<file path="src/rtl/example_out_capture.sv">
// example_out_capture
//   Captures the six single-bit outputs of the Example module, packs them into
//   a word {i,h,g,e,d,c}, and queues a word only when it differs from the last
//   queued one. The first word after (re)enable is always queued. Queued
//   words leave on a valid/ready stream. Words arriving while the FIFO is full
//   are dropped and counted.
//
//   Optional feature macro: CAPTURE_TIMESTAMP_EN
//     Adds parameter TS_W and output out_ts. Each entry then carries the value
//     of a free-running cycle counter taken at its push edge.
//
// Ports
//   clk, rst_n            clock (rising edge), async active-low reset
//   en                    sampling enable
//   c, d, e, g, h, i      Example outputs
//   out_valid/out_ready   stream handshake, out_data = head word
//   full                  FIFO holds DEPTH entries
//   overflow              sticky, at least one word dropped
//   drop_cnt              saturating count of dropped words
//   out_ts                head timestamp, 0 when empty (CAPTURE_TIMESTAMP_EN only)
module example_out_capture #(
    parameter int DEPTH = 4,
    parameter int CNT_W = 8
`ifdef CAPTURE_TIMESTAMP_EN
    , parameter int TS_W = 16
`endif
) (
    input  logic             clk,
    input  logic             rst_n,
    input  logic             en,
    input  logic             c,
    input  logic             d,
    input  logic             e,
    input  logic             g,
    input  logic             h,
    input  logic             i,
    output logic             out_valid,
    input  logic             out_ready,
    output logic [5:0]       out_data,
    output logic             full,
    output logic             overflow,
    output logic [CNT_W-1:0] drop_cnt
`ifdef CAPTURE_TIMESTAMP_EN
    , output logic [TS_W-1:0] out_ts
`endif
);

    localparam int AW = $clog2(DEPTH);
    localparam logic [AW:0] PTR_ONE = 1;
    localparam logic [CNT_W-1:0] CNT_ONE = 1;

    localparam logic [1:0] ST_IDLE  = 2'd0;
    localparam logic [1:0] ST_PRIME = 2'd1;
    localparam logic [1:0] ST_TRACK = 2'd2;

    logic [1:0]  state;
    logic [5:0]  samp;
    logic [5:0]  last_pushed;
    logic [5:0]  mem [DEPTH];
    logic [AW:0] wptr;
    logic [AW:0] rptr;

    logic [5:0]  in_word;
    logic        empty;
    logic        push_req;
    logic        do_pop;
    logic        do_push;
    logic        do_drop;

    assign in_word = {i, h, g, e, d, c};

    // Pointers carry one extra wrap bit so full and empty are distinguishable.
    assign empty = (wptr == rptr);
    assign full  = (wptr[AW] != rptr[AW]) && (wptr[AW-1:0] == rptr[AW-1:0]);

    // PRIME pushes whatever was sampled; TRACK pushes only on change.
    assign push_req = en && ((state == ST_PRIME) ||
                             ((state == ST_TRACK) && (samp != last_pushed)));
    assign do_pop   = out_valid && out_ready;
    // A same-edge pop frees a slot, so a full FIFO still accepts the push.
    assign do_push  = push_req && (!full || do_pop);
    assign do_drop  = push_req && full && !do_pop;

    assign out_valid = !empty;
    assign out_data  = empty ? 6'd0 : mem[rptr[AW-1:0]];

    always_ff @(posedge clk or negedge rst_n) begin
        if (!rst_n) begin
            state       <= ST_IDLE;
            samp        <= 6'd0;
            last_pushed <= 6'd0;
        end else begin
            if (en) begin
                samp <= in_word;
                case (state)
                    ST_IDLE:  state <= ST_PRIME;
                    ST_PRIME: state <= ST_TRACK;
                    ST_TRACK: state <= ST_TRACK;
                    default:  state <= ST_IDLE;
                endcase
            end else begin
                state <= ST_IDLE;
            end
            // Updated even when the word is dropped, so an unchanged value
            // is not re-requested every cycle.
            if (push_req)
                last_pushed <= samp;
        end
    end

    always_ff @(posedge clk or negedge rst_n) begin
        if (!rst_n) begin
            wptr     <= '0;
            rptr     <= '0;
            overflow <= 1'b0;
            drop_cnt <= '0;
        end else begin
            if (do_push)
                wptr <= wptr + PTR_ONE;
            if (do_pop)
                rptr <= rptr + PTR_ONE;
            if (do_drop) begin
                overflow <= 1'b1;
                if (drop_cnt != {CNT_W{1'b1}})
                    drop_cnt <= drop_cnt + CNT_ONE;
            end
        end
    end

    // Storage needs no reset: reads are masked while empty.
    always_ff @(posedge clk) begin
        if (do_push)
            mem[wptr[AW-1:0]] <= samp;
    end

`ifdef CAPTURE_TIMESTAMP_EN
    localparam logic [TS_W-1:0] TS_ONE = 1;

    logic [TS_W-1:0] ts_cnt;
    logic [TS_W-1:0] ts_mem [DEPTH];

    always_ff @(posedge clk or negedge rst_n) begin
        if (!rst_n)
            ts_cnt <= '0;
        else
            ts_cnt <= ts_cnt + TS_ONE;
    end

    always_ff @(posedge clk) begin
        if (do_push)
            ts_mem[wptr[AW-1:0]] <= ts_cnt;
    end

    assign out_ts = empty ? '0 : ts_mem[rptr[AW-1:0]];
`endif

endmodule

</file>
<file path="config.mk">
export PLATFORM = sky130hd
export DESIGN_NAME = example_out_capture
export DESIGN_NICKNAME = d
export VERILOG_FILES = /design/src/rtl/example_out_capture.sv
export SDC_FILE = /design/constraint.sdc
export NUM_CORES = 1
export LEC_CHECK = 0
export ABC_AREA = 1
export CAP_MARGIN = 20
export CORE_UTILIZATION = 50
export CTS_CLUSTER_SIZE = 20
export DETAILED_ROUTE_END_ITERATION = 10
export PLACE_DENSITY = 0.75
export SLEW_MARGIN = 0
export SYNTH_ARGS = -nofsm -noshare
export SYNTH_HDL_FRONTEND = slang
export SYNTH_SLANG_ARGS = --single-unit
export TNS_END_PERCENT = 20
</file>
<file path="constraint.sdc">
create_clock -name clk -period 1.8 [get_ports clk]
set_input_delay 0.27 -clock clk [delete_from_list [all_inputs] [get_ports clk]]
set_output_delay 0.27 -clock clk [all_outputs]
set_load 0.02 [all_outputs]
</file>
==> impl_metrics.json, run 1 <==
{
  "status": "complete, but fails checks",
  "violations": "setup timing",
  "final_cell_area_mm2": 0.00324,
  "slowest_stage": "dfrtp_1",
  "clockBufferDepth": 2,
  "crit_chain": "buf_6 > xnor2_4 > nand3b_4 > nand2_1 > inv_1 > buf_2",
  "avgSynthCellArea_um2": 9.73,
  "arrival_ns": 1.54,
  "crit_buf_inv": 3,
  "leakage_uw": 0.00151,
  "hold_viol_final": 0,
  "final.period_utilization": 1.00,
  "numCtsBuffers": 5,
  "grt_max_degree": 30,
  "fmax_ghz": 0.554,
  "place_congestion": 0.771,
  "slew_headroom": 0.745,
  "hp-class": "in -> async",
  "power_density_mw_per_mm2": 1470,
  "core-area_mm2": 0.00479,
  "hold_buffers": 0,
  "drt-initial-drc-count": 84,
  "netlist_top_cells_area": "dfrtp_1 (29%), edfxtp_1 (29%), nand2_1 (9.5%)",
  "track_usage": 0.210,
  "h-tree-depth": 2,
  "finalNetCount": 334,
  "insertion_delay_ns": 0.32,
  "grt_pass1_vias": 1790,
  "vdd_drop_max_mv": 0.783,
  "synthesis.area_mm2": 0.00252,
  "timing.hold.ws_ns": 0.342,
  "synthCells": 259,
  "drt_wl_total_mm": 4.96,
  "yosys.area.top_type": "dfrtp_1",
  "grt-ovfl-total": 0,
  "yosysTopAreaCellShare": 0.288,
  "die_x_um": 73.0,
  "grt_pass1_wl_mm": 8.24,
  "vias": 1894,
  "critPathMaxStageDelay_ns": 0.43,
  "rows": 25,
  "tightestPinTransition_ns": 0.382,
  "cts_tree": "yes",
  "worstPathMaxFanout": 8,
  "routedWlPerCell_um": 13.0,
  "antenna_found_initial": 0,
  "maxCapViolations": 0,
  "port_buffers": 26,
  "crit_type": "reg -> out",
  "yosysSeqAreaShare": 0.574,
  "rsz0062_at_grt": "true",
  "synth-edff-count": 24,
  "syn_nets": 278,
  "slew_violations": 0,
  "clock_skew_ns": 0.0118,
  "critPathCaptureType": "output port",
  "synth_cell_type_count": 27,
  "required_ns": 1.53,
  "drive_gt1_frac": 0.228,
  "clk_pin_slew_ns": 0.09,
  "start_util": 0.527,
  "async_reset_ff_frac": 0.547,
  "setup_viol": 1,
  "period_needed_ns": 1.81,
  "antenna_cells": 0,
  "synth_top_flop_cell": "dfrtp_1",
  "drcViolationCount": 0,
  "dieArea_mm2": 0.00533,
  "path_delay_family": "flip-flops",
  "cp-start-kind": "register",
  "ys_warn_count": 0,
  "ant_nets": 0,
  "final.setup.worst_slack_ns": -0.00616,
  "dpl_cell_area_mm2": 0.00306,
  "root_buffer": "clkbuf_8",
  "synth-seq-cells": 53,
  "firstDrtPassIters": 4,
  "cts_sinks": 53,
  "fp.dieH_um": 73.0,
  "ios": 27,
  "synthToLayoutAreaGrowth_pct": 28.6,
  "place_hpwl_mm": 3.37,
  "routed_via_density": 4.95
}
## final cells by class
type                            instances  area (um^2)
Clock inverter                          3         25.0
Inverter                               36          135
Clock buffer                            5         68.8
Timing Repair Buffer                   56          488
Tap cell                               67         83.8
Multi-Input combinational cell        163          995
Fill cell                             402         1540
Sequential cell                        53         1450
## metrics by stage
step                setup TNS [ns]  std cells  power, uW  setup WS (ns)   util
finish                    -0.00616        383       4760       -0.00616  0.677
global route                 -2.17        383       5070         -0.119  0.677
CTS                       -0.00401        383       4670       -0.00401  0.668
detailed placement           -4.51        375       3910         -0.200  0.640
global placement             -2.19        375       3830         -0.112  0.640
floorplan                   -0.168        259       2970       -0.00701      -
## registers in the layout (all words and copies together), names as in the netlist
| register | flops |
|---|---|
| overflow | 1 |
| state | 2 |
| mem | 24 |
| wptr | 3 |
| last_pushed | 6 |
| rptr | 3 |
| drop_cnt | 8 |
| samp | 6 |
## cells in the mapped netlist, types with 2 or more instances
cell type	count
clkbuf_1	5
nand2_1	64
o21ai_1	2
edfxtp_1	24
ha_1	9
inv_1	35
dfrtp_1	29
xnor2_1	6
xor2_1	6
nand2_2	3
o21ai_0	17
nor2_1	27
nand4_1	9
o32ai_1	6
nand3_1	5
## layer usage
| layer | vias to the layer above | global-route usage | share of wire | wire, um |
|---|---|---|---|---|
| met5 | - | 0 | 0 | 0 |
| met4 | 0 | 0.0719 | 0.013 | 67 |
| met3 | 5 | 0.0414 | 0.028 | 139 |
| met2 | 30 | 0.352 | 0.51 | 2540 |
| met1 | 904 | 0.274 | 0.45 | 2220 |
| li1 | 955 | - | - | - |
## report_power, final
group	leakage [uW]	total, uW	internal (uW)	switching, uW
clock	0.0000447	701	282	419
combinational	0.000879	2370	1060	1310
sequential	0.000588	1690	1510	180
## what timing repair did
action | in CTS | in global routing
hold endpoints to repair | 0 | 0
setup buffers | 0 | 0
pin swaps | 3 | 5
endpoints found under the setup margin | 40 | 39
resized for setup | 49 | 11
## placed cells by master (no fill, tap or decap), types with 5 or more instances in the layout
cell type and instances:
buf_2 5, inv_1 33, nand2_1 63, nor2_1 22, nor2_2 5, nand3_1 5, o21ai_0 16, ha_1 9
buf_4 27, nand4_1 9, clkbuf_8 5, xor2_1 6, edfxtp_1 24, clkdlybuf4s50_1 18, dfrtp_1 29
## path summary, 6_finish.rpt
check	slack, ns	start	endpoint	cells past startpoint
min in group clk	0.50	h	samp[4]$_DFFE_PN0P_	3
max	-0.006	rptr[0]$_DFFE_PN0P_	out_data[3]	6
max in group asynchronous	1.18	rst_n	samp[0]$_DFFE_PN0P_	2
min reg2reg	0.50	rptr[2]$_DFFE_PN0P_	rptr[2]$_DFFE_PN0P_	1
min	0.34	rst_n	rptr[2]$_DFFE_PN0P_	2
max reg2reg	0.06	samp[0]$_DFFE_PN0P_	mem[2][0]$_DFFE_PP_	9
## logic make-up (layout without fill, tap and decap cells)
kind of cell	count (synthesis)	in the layout	share of synthesized area
AOI/OAI and AO/OA	27	27	0.0650
buffers and inverters	43	100	0.0685
xor gates and xnor gates	12	12	0.0417
DFF	53	53	0.574
and+or+nand+nor	114	114	0.200
muxes	1	1	0.00596
adders and majority gates	9	9	0.0447
Note: power is estimated with default switching activity, not from simulation.
==> run 2: changes to the inputs <==
Settings changed: TNS_END_PERCENT 20 to not set.
==> impl_metrics.json, run 2 (same netlist as run 1, synthesis figures left out) <==
{
  "hold_viol_final": 0,
  "timing.hold.ws_ns": 0.342,
  "root_buffer": "clkbuf_8",
  "dieArea_mm2": 0.00533,
  "vdd_drop_max_mv": 0.820,
  "antenna_found_initial": 0,
  "arrival_ns": 1.53,
  "cts_tree": "yes",
  "grt-ovfl-total": 0,
  "final.setup.worst_slack_ns": -0.00214,
  "port_buffers": 26,
  "rsz0062_at_grt": "true",
  "rrSetupSlack_ns": 0.06,
  "violations": "setup timing",
  "crit_buf_inv": 3,
  "drive_gt1_frac": 0.258,
  "largest_register_ffs": 24,
  "crit_type": "reg -> out",
  "drcViolationCount": 0,
  "power_frac_seq": 0.339,
  "critPathMaxStageDelay_ns": 0.43,
  "switching_power_uw": 1990,
  "numCtsBuffers": 5,
  "place_congestion": 0.771,
  "ios": 27,
  "slew_violations": 0,
  "grt_pass1_vias": 1796,
  "path_delay_family": "flip-flops",
  "grt_pass1_wl_mm": 8.26,
  "crit_chain": "buf_6 > xnor2_4 > nand3b_4 > nand2_2 > inv_2 > buf_6",
  "place_hpwl_mm": 3.37,
  "cts_sinks": 53,
  "insertion_delay_ns": 0.31,
  "grt_max_degree": 30,
  "worstReg2RegStart": "samp[0]$_DFFE_PN0P_",
  "clockPowerShare": 0.139,
  "fmax_ghz": 0.555,
  "core-area_mm2": 0.00479,
  "final_common_cell": "nand2_1",
  "clockBufferDepth": 2,
  "leakage_uw": 0.00153,
  "routed_via_density": 4.96,
  "firstDrtPassIters": 4,
  "antenna_cells": 0,
  "clk_pin_slew_ns": 0.10,
  "fillCellCount": 399,
  "regArea_mm2": 0.00145,
  "hold_buffers": 0,
  "drt_wl_total_mm": 5.12,
  "critPathCaptureType": "output port",
  "power_density_mw_per_mm2": 1510,
  "required_ns": 1.53,
  "mostFrequentLayoutCells": "nand2_1 (60), inv_1 (30), dfrtp_1 (29), buf_4 (29), edfxtp_1 (24)",
  "multi_input_area_mm2": 0.00102,
  "drt-initial-drc-count": 77,
  "path_common_cell": "buf_6",
  "h-tree-depth": 2,
  "die_x_um": 73.0,
  "status": "complete, but fails checks",
  "slew_headroom": 0.748,
  "maxCapViolations": 0,
  "rows": 25,
  "setup_viol": 2,
  "worstRegToRegCells": 9,
  "hp-class": "in -> async",
  "final.period_utilization": 1.00,
  "start_util": 0.527,
  "p_sw_frac": 0.398,
  "cp-start-kind": "register",
  "routedWlPerCell_um": 13.3,
  "vias": 1911,
  "synthToLayoutAreaGrowth_pct": 31.0,
  "period_needed_ns": 1.80,
  "final_cell_area_mm2": 0.00330,
  "track_usage": 0.211,
  "worstPathMaxFanout": 8,
  "fp.dieH_um": 73.0,
  "finalNetCount": 336,
  "clock_skew_ns": 0.0107,
  "slowest_stage": "dfrtp_1",
  "ant_nets": 0,
  "tightestPinTransition_ns": 0.378,
  "power_frac_comb": 0.522,
  "dpl_cell_area_mm2": 0.00306,
  "r2r-end": "mem[2][0]$_DFFE_PP_",
  "p_int_uw": 3010
}
## run 2: cell count changes in the layout (fill, tap and decap cells not counted), sizes merged
cell,previous run,this run
buf,38,40
## run 2: worst max-delay path by stage
| stage | startpoint | end | slack [ns] | cells past startpoint |
|---|---|---|---|---|
| 5_1_grt | samp[4]$_DFFE_PN0P_ | mem[2][0]$_DFFE_PP_ | -0.12 | 9 |
| 3_3_place_gp | rptr[0]$_DFFE_PN0P_ | out_data[4] | -0.11 | 6 |
| 6_report | rptr[0]$_DFFE_PN0P_ | out_data[2] | -0.002 | 6 |
| 2_1_floorplan | samp[1]$_DFFE_PN0P_ | mem[0][0]$_DFFE_PP_ | -0.007 | 9 |
| 4_1_cts | rptr[0]$_DFFE_PN0P_ | out_data[4] | -0.006 | 6 |
| 3_5_place_dp | rptr[0]$_DFFE_PN0P_ | out_data[4] | -0.20 | 6 |
## run 2: layer usage
layer,global-route usage,vias up,wire length (um)
met5,0,-,0
met4,0.0719,0,67
met3,0.0414,5,141
met2,0.352,30,2600
met1,0.276,919,2310
li1,-,957,-
## run 2: metrics by stage
stage | util | TNS [ns] | total power, uW | instances | setup WS [ns]
5_1_grt | 0.690 | -2.07 | 5310 | 385 | -0.119
6_report | 0.690 | -0.00368 | 5000 | 385 | -0.00214
3_5_place_dp | 0.640 | -4.51 | 3910 | 375 | -0.200
3_3_place_gp | 0.640 | -2.19 | 3830 | 375 | -0.112
2_1_floorplan | - | -0.168 | 2970 | 259 | -0.00701
4_1_cts | 0.668 | -0.0102 | 4670 | 383 | -0.00576
## run 2: cell type report
| cell class | instances | share of cell area |
|---|---|---|
| clock buffer | 5 | 0.0208 |
| clock inverter | 3 | 0.00758 |
| inverter | 36 | 0.0409 |
| multi-input combinational | 163 | 0.308 |
| sequential | 53 | 0.438 |
| tap | 67 | 0.0254 |
| timing repair buffer | 58 | 0.159 |
## run 2: what timing repair did
action / CTS / global route
endpoints found under the hold margin: 0 / 0
cloned: 0 / 0
endpoints found under the setup margin: 40 / 39
pin swaps: 2 / 10
resized for setup: 49 / 26
setup buffers: 0 / 2
## run 2: power groups by stage
| stage | Sequential (uW) | Combinational, uW | Clock (uW) |
|---|---|---|---|
| 2_1_floorplan | 1730 | 1240 | 0 |
| 3_3_place_gp | 1680 | 2150 | 0 |
| 3_5_place_dp | 1690 | 2220 | 0 |
| 4_1_cts | 1690 | 2270 | 717 |
| 5_1_grt | 1720 | 2830 | 752 |
| 6_report | 1690 | 2610 | 697 |
## run 2: worst reg2reg max path, delay by kind of cell (launching register included)
| kind | cells | cell delay [ns] |
|---|---|---|
| AND/OR/NAND/NOR | 7 | 0.73 |
| flip-flops | 1 | 0.40 |
| AO/OA/AOI/OAI | 1 | 0.20 |
| buffers and inverters | 1 | 0.08 |
==> run 3: changes to the inputs <==
Settings changed: ABC_AREA 1 to not set.
==> impl_metrics.json, run 3 <==
{
  "ys_top_cells_by_count": "dfrtp_1 (29), edfxtp_1 (24), mux2_2 (13), xnor2_1 (13), and2_1 (10)",
  "port_buffers": 26,
  "syn_nets": 166,
  "slew_violations": 0,
  "cts_sinks": 53,
  "synth-seq-cells": 53,
  "crit_end": "out_data[1]",
  "fmax_ghz": 0.509,
  "rsz0062_at_grt": "true",
  "pre_cts_ws_ns": -0.219,
  "final.setup.worst_slack_ns": -0.166,
  "worstReg2RegStart": "rptr[0]$_DFFE_PN0P_",
  "final_cells": 257,
  "status": "complete, but fails checks",
  "insertion_delay_ns": 0.30,
  "clk_pin_slew_ns": 0.09,
  "finalNetCount": 223,
  "dieArea_mm2": 0.00508,
  "hold_viol_final": 0,
  "netlist_top_cells_area": "dfrtp_1 (30%), edfxtp_1 (30%), mux2_2 (6.1%)",
  "routedWlPerCell_um": 17.3,
  "grt_pass1_wl_mm": 7.58,
  "hp-class": "in -> async",
  "crit_type": "reg -> out",
  "yosysTopAreaCellShare": 0.302,
  "yosys.area.top_type": "dfrtp_1",
  "ios": 27,
  "critPathCaptureType": "output port",
  "critPathMaxStageDelay_ns": 0.42,
  "start_util": 0.537,
  "timing.hold.ws_ns": 0.330,
  "cts_tree": "yes",
  "yosysSeqAreaShare": 0.602,
  "async_reset_ff_frac": 0.547,
  "vias": 1374,
  "rows": 24,
  "fp.dieH_um": 71.3,
  "leakage_uw": 0.00126,
  "cp-start-kind": "register",
  "maxCapViolations": 0,
  "slew_headroom": 0.755,
  "synthesis.area_mm2": 0.00240,
  "h-tree-depth": 2,
  "place_hpwl_mm": 3.09,
  "cp.depth": 7,
  "numCtsBuffers": 5,
  "vdd_drop_max_mv": 0.821,
  "grt_max_degree": 30,
  "path_delay_family": "buffers and inverters",
  "arrival_ns": 1.70,
  "crit_start": "rptr[0]$_DFFE_PN0P_",
  "worstRegToRegCells": 7,
  "synthToLayoutAreaGrowth_pct": 28.6,
  "tightestPinTransition_ns": 0.368,
  "r2r-end": "mem[1][1]$_DFFE_PP_",
  "core-area_mm2": 0.00447,
  "slowest_stage": "dfrtp_1",
  "required_ns": 1.53,
  "drt_wl_total_mm": 4.44,
  "largest_register_ffs": 24,
  "routed_via_density": 5.35,
  "setup_viol": 7,
  "period_needed_ns": 1.97,
  "antenna_found_initial": 0,
  "final_common_cell": "dfrtp_1",
  "grt_pass1_vias": 1460,
  "power_density_mw_per_mm2": 1540,
  "synthCells": 147,
  "worstPathMaxFanout": 5,
  "synth-edff-count": 24,
  "synth_cell_type_count": 29,
  "avgSynthCellArea_um2": 16.3,
  "firstDrtPassIters": 7,
  "path_common_cell": "buf_6",
  "synth_top_flop_cell": "dfrtp_1",
  "yosysMostFrequentCell": "dfrtp_1",
  "drcViolationCount": 3,
  "dp.cells": 244,
  "grt-ovfl-total": 0,
  "rrSetupSlack_ns": 0.02,
  "clock_skew_ns": 0.00488,
  "die_x_um": 71.3,
  "final.period_utilization": 1.09,
  "drive_gt1_frac": 0.395,
  "mostFrequentLayoutCells": "dfrtp_1 (28), edfxtp_1 (24), buf_4 (20)",
  "violations": "DRC, setup timing",
  "clockBufferDepth": 2,
  "crit_chain": "buf_6 > xnor2_4 > nand3b_1 > buf_6 > buf_6 > and2_4 > buf_6",
  "antenna_cells": 0,
  "root_buffer": "clkbuf_8",
  "track_usage": 0.203,
  "crit_buf_inv": 4,
  "drt-initial-drc-count": 44,
  "place_congestion": 0.723,
  "ant_nets": 0,
  "ys_warn_count": 0
}
run 3: cell count changes after synthesis, moves of 4 or more:
cell,delta
nand2_1,-63
inv_1,-31
nor2_1,-27
o21ai_0,-17
mux2_2,+13
and2_1,+10
xnor2_1,+7
mux4_2,+6
o32ai_1,-6
clkbuf_1,-5
nand4_1,-5
and3_1,+4
run 3: through the flow:
stage	utilization	cell area [um^2]	total power, uW	setup TNS (ns)
2_1_floorplan	-	2440	3040	0
3_3_place_gp	0.654	2930	3860	-2.24
3_5_place_dp	0.654	2930	3970	-3.61
4_1_cts	0.682	3050	4770	-1.04
6_report	0.690	3090	4770	-0.885
5_1_grt	0.690	3090	5030	-1.93
run 3: where the power goes:
| part | switching, uW | internal [uW] | leakage [uW] |
|---|---|---|---|
| Sequential | 203 | 1530 | 0.000576 |
| Combinational | 1020 | 1370 | 0.000645 |
| Clock | 374 | 272 | 0.0000399 |
| Total | 1600 | 3170 | 0.00126 |
run 3: what timing repair did:
action / 4_1_cts / 5_1_grt
buffers inserted: 4 / 2
resized for setup: 50 / 2
endpoints found under the setup margin: 42 / 26
pin swaps: 7 / 5
hold buffers: 0 / 0
run 3: layout make-up:
cell class / instances / area [um^2]
Sequential cell: 53 / 1450
Fill cell: 321 / 1390
Multi-Input combinational cell: 86 / 961
Timing Repair Buffer: 54 / 519
Clock buffer: 7 / 76.3
Tap cell: 52 / 65.1
Inverter: 4 / 15.0
Clock inverter: 1 / 3.75
run 3: kinds of logic (layout without fill, tap and decap cells):
group,Yosys count,count (layout),share of synthesized area
buffers and inverters,8,66,0.0198
AO/OA/AOI/OAI,3,3,0.0188
XOR/XNOR,20,20,0.0839
flip-flops,53,53,0.602
multiplexers,21,21,0.130
AND/OR/NAND/NOR,33,33,0.0985
adder cells (fa/ha/maj),9,9,0.0469
run 3: routing by layer:
layer	track usage	vias up	routed length (um)
met3	0.0506	5	141
met2	0.344	28	2330
li1	-	640	-
met1	0.256	701	1910
met4	0.0711	0	50
met5	0	-	0
run 3: worst register-to-register path, stage by stage (launching register included):
cell and delay [ns]:
dfrtp_1 0.42, buf_6 0.14, xnor2_4 0.11, buf_4 0.13
and4b_4 0.18, buf_6 0.12, nor2b_4 0.16, and2_4 0.23
run 3: worst min path at each step:
| stage | from | endpoint | slack [ns] | cells after the start |
|---|---|---|---|---|
| after floorplan | rst_n | drop_cnt[0]$_DFFE_PN0P_ | -0.03 | 0 |
| after global placement | overflow$_DFFE_PN0P_ | overflow$_DFFE_PN0P_ | 0.45 | 1 |
| after detailed placement | overflow$_DFFE_PN0P_ | overflow$_DFFE_PN0P_ | 0.49 | 1 |
| after CTS | rst_n | rptr[1]$_DFFE_PN0P_ | 0.34 | 2 |
| after global routing | rst_n | rptr[0]$_DFFE_PN0P_ | 0.37 | 2 |
| final | rst_n | rptr[0]$_DFFE_PN0P_ | 0.33 | 2 |
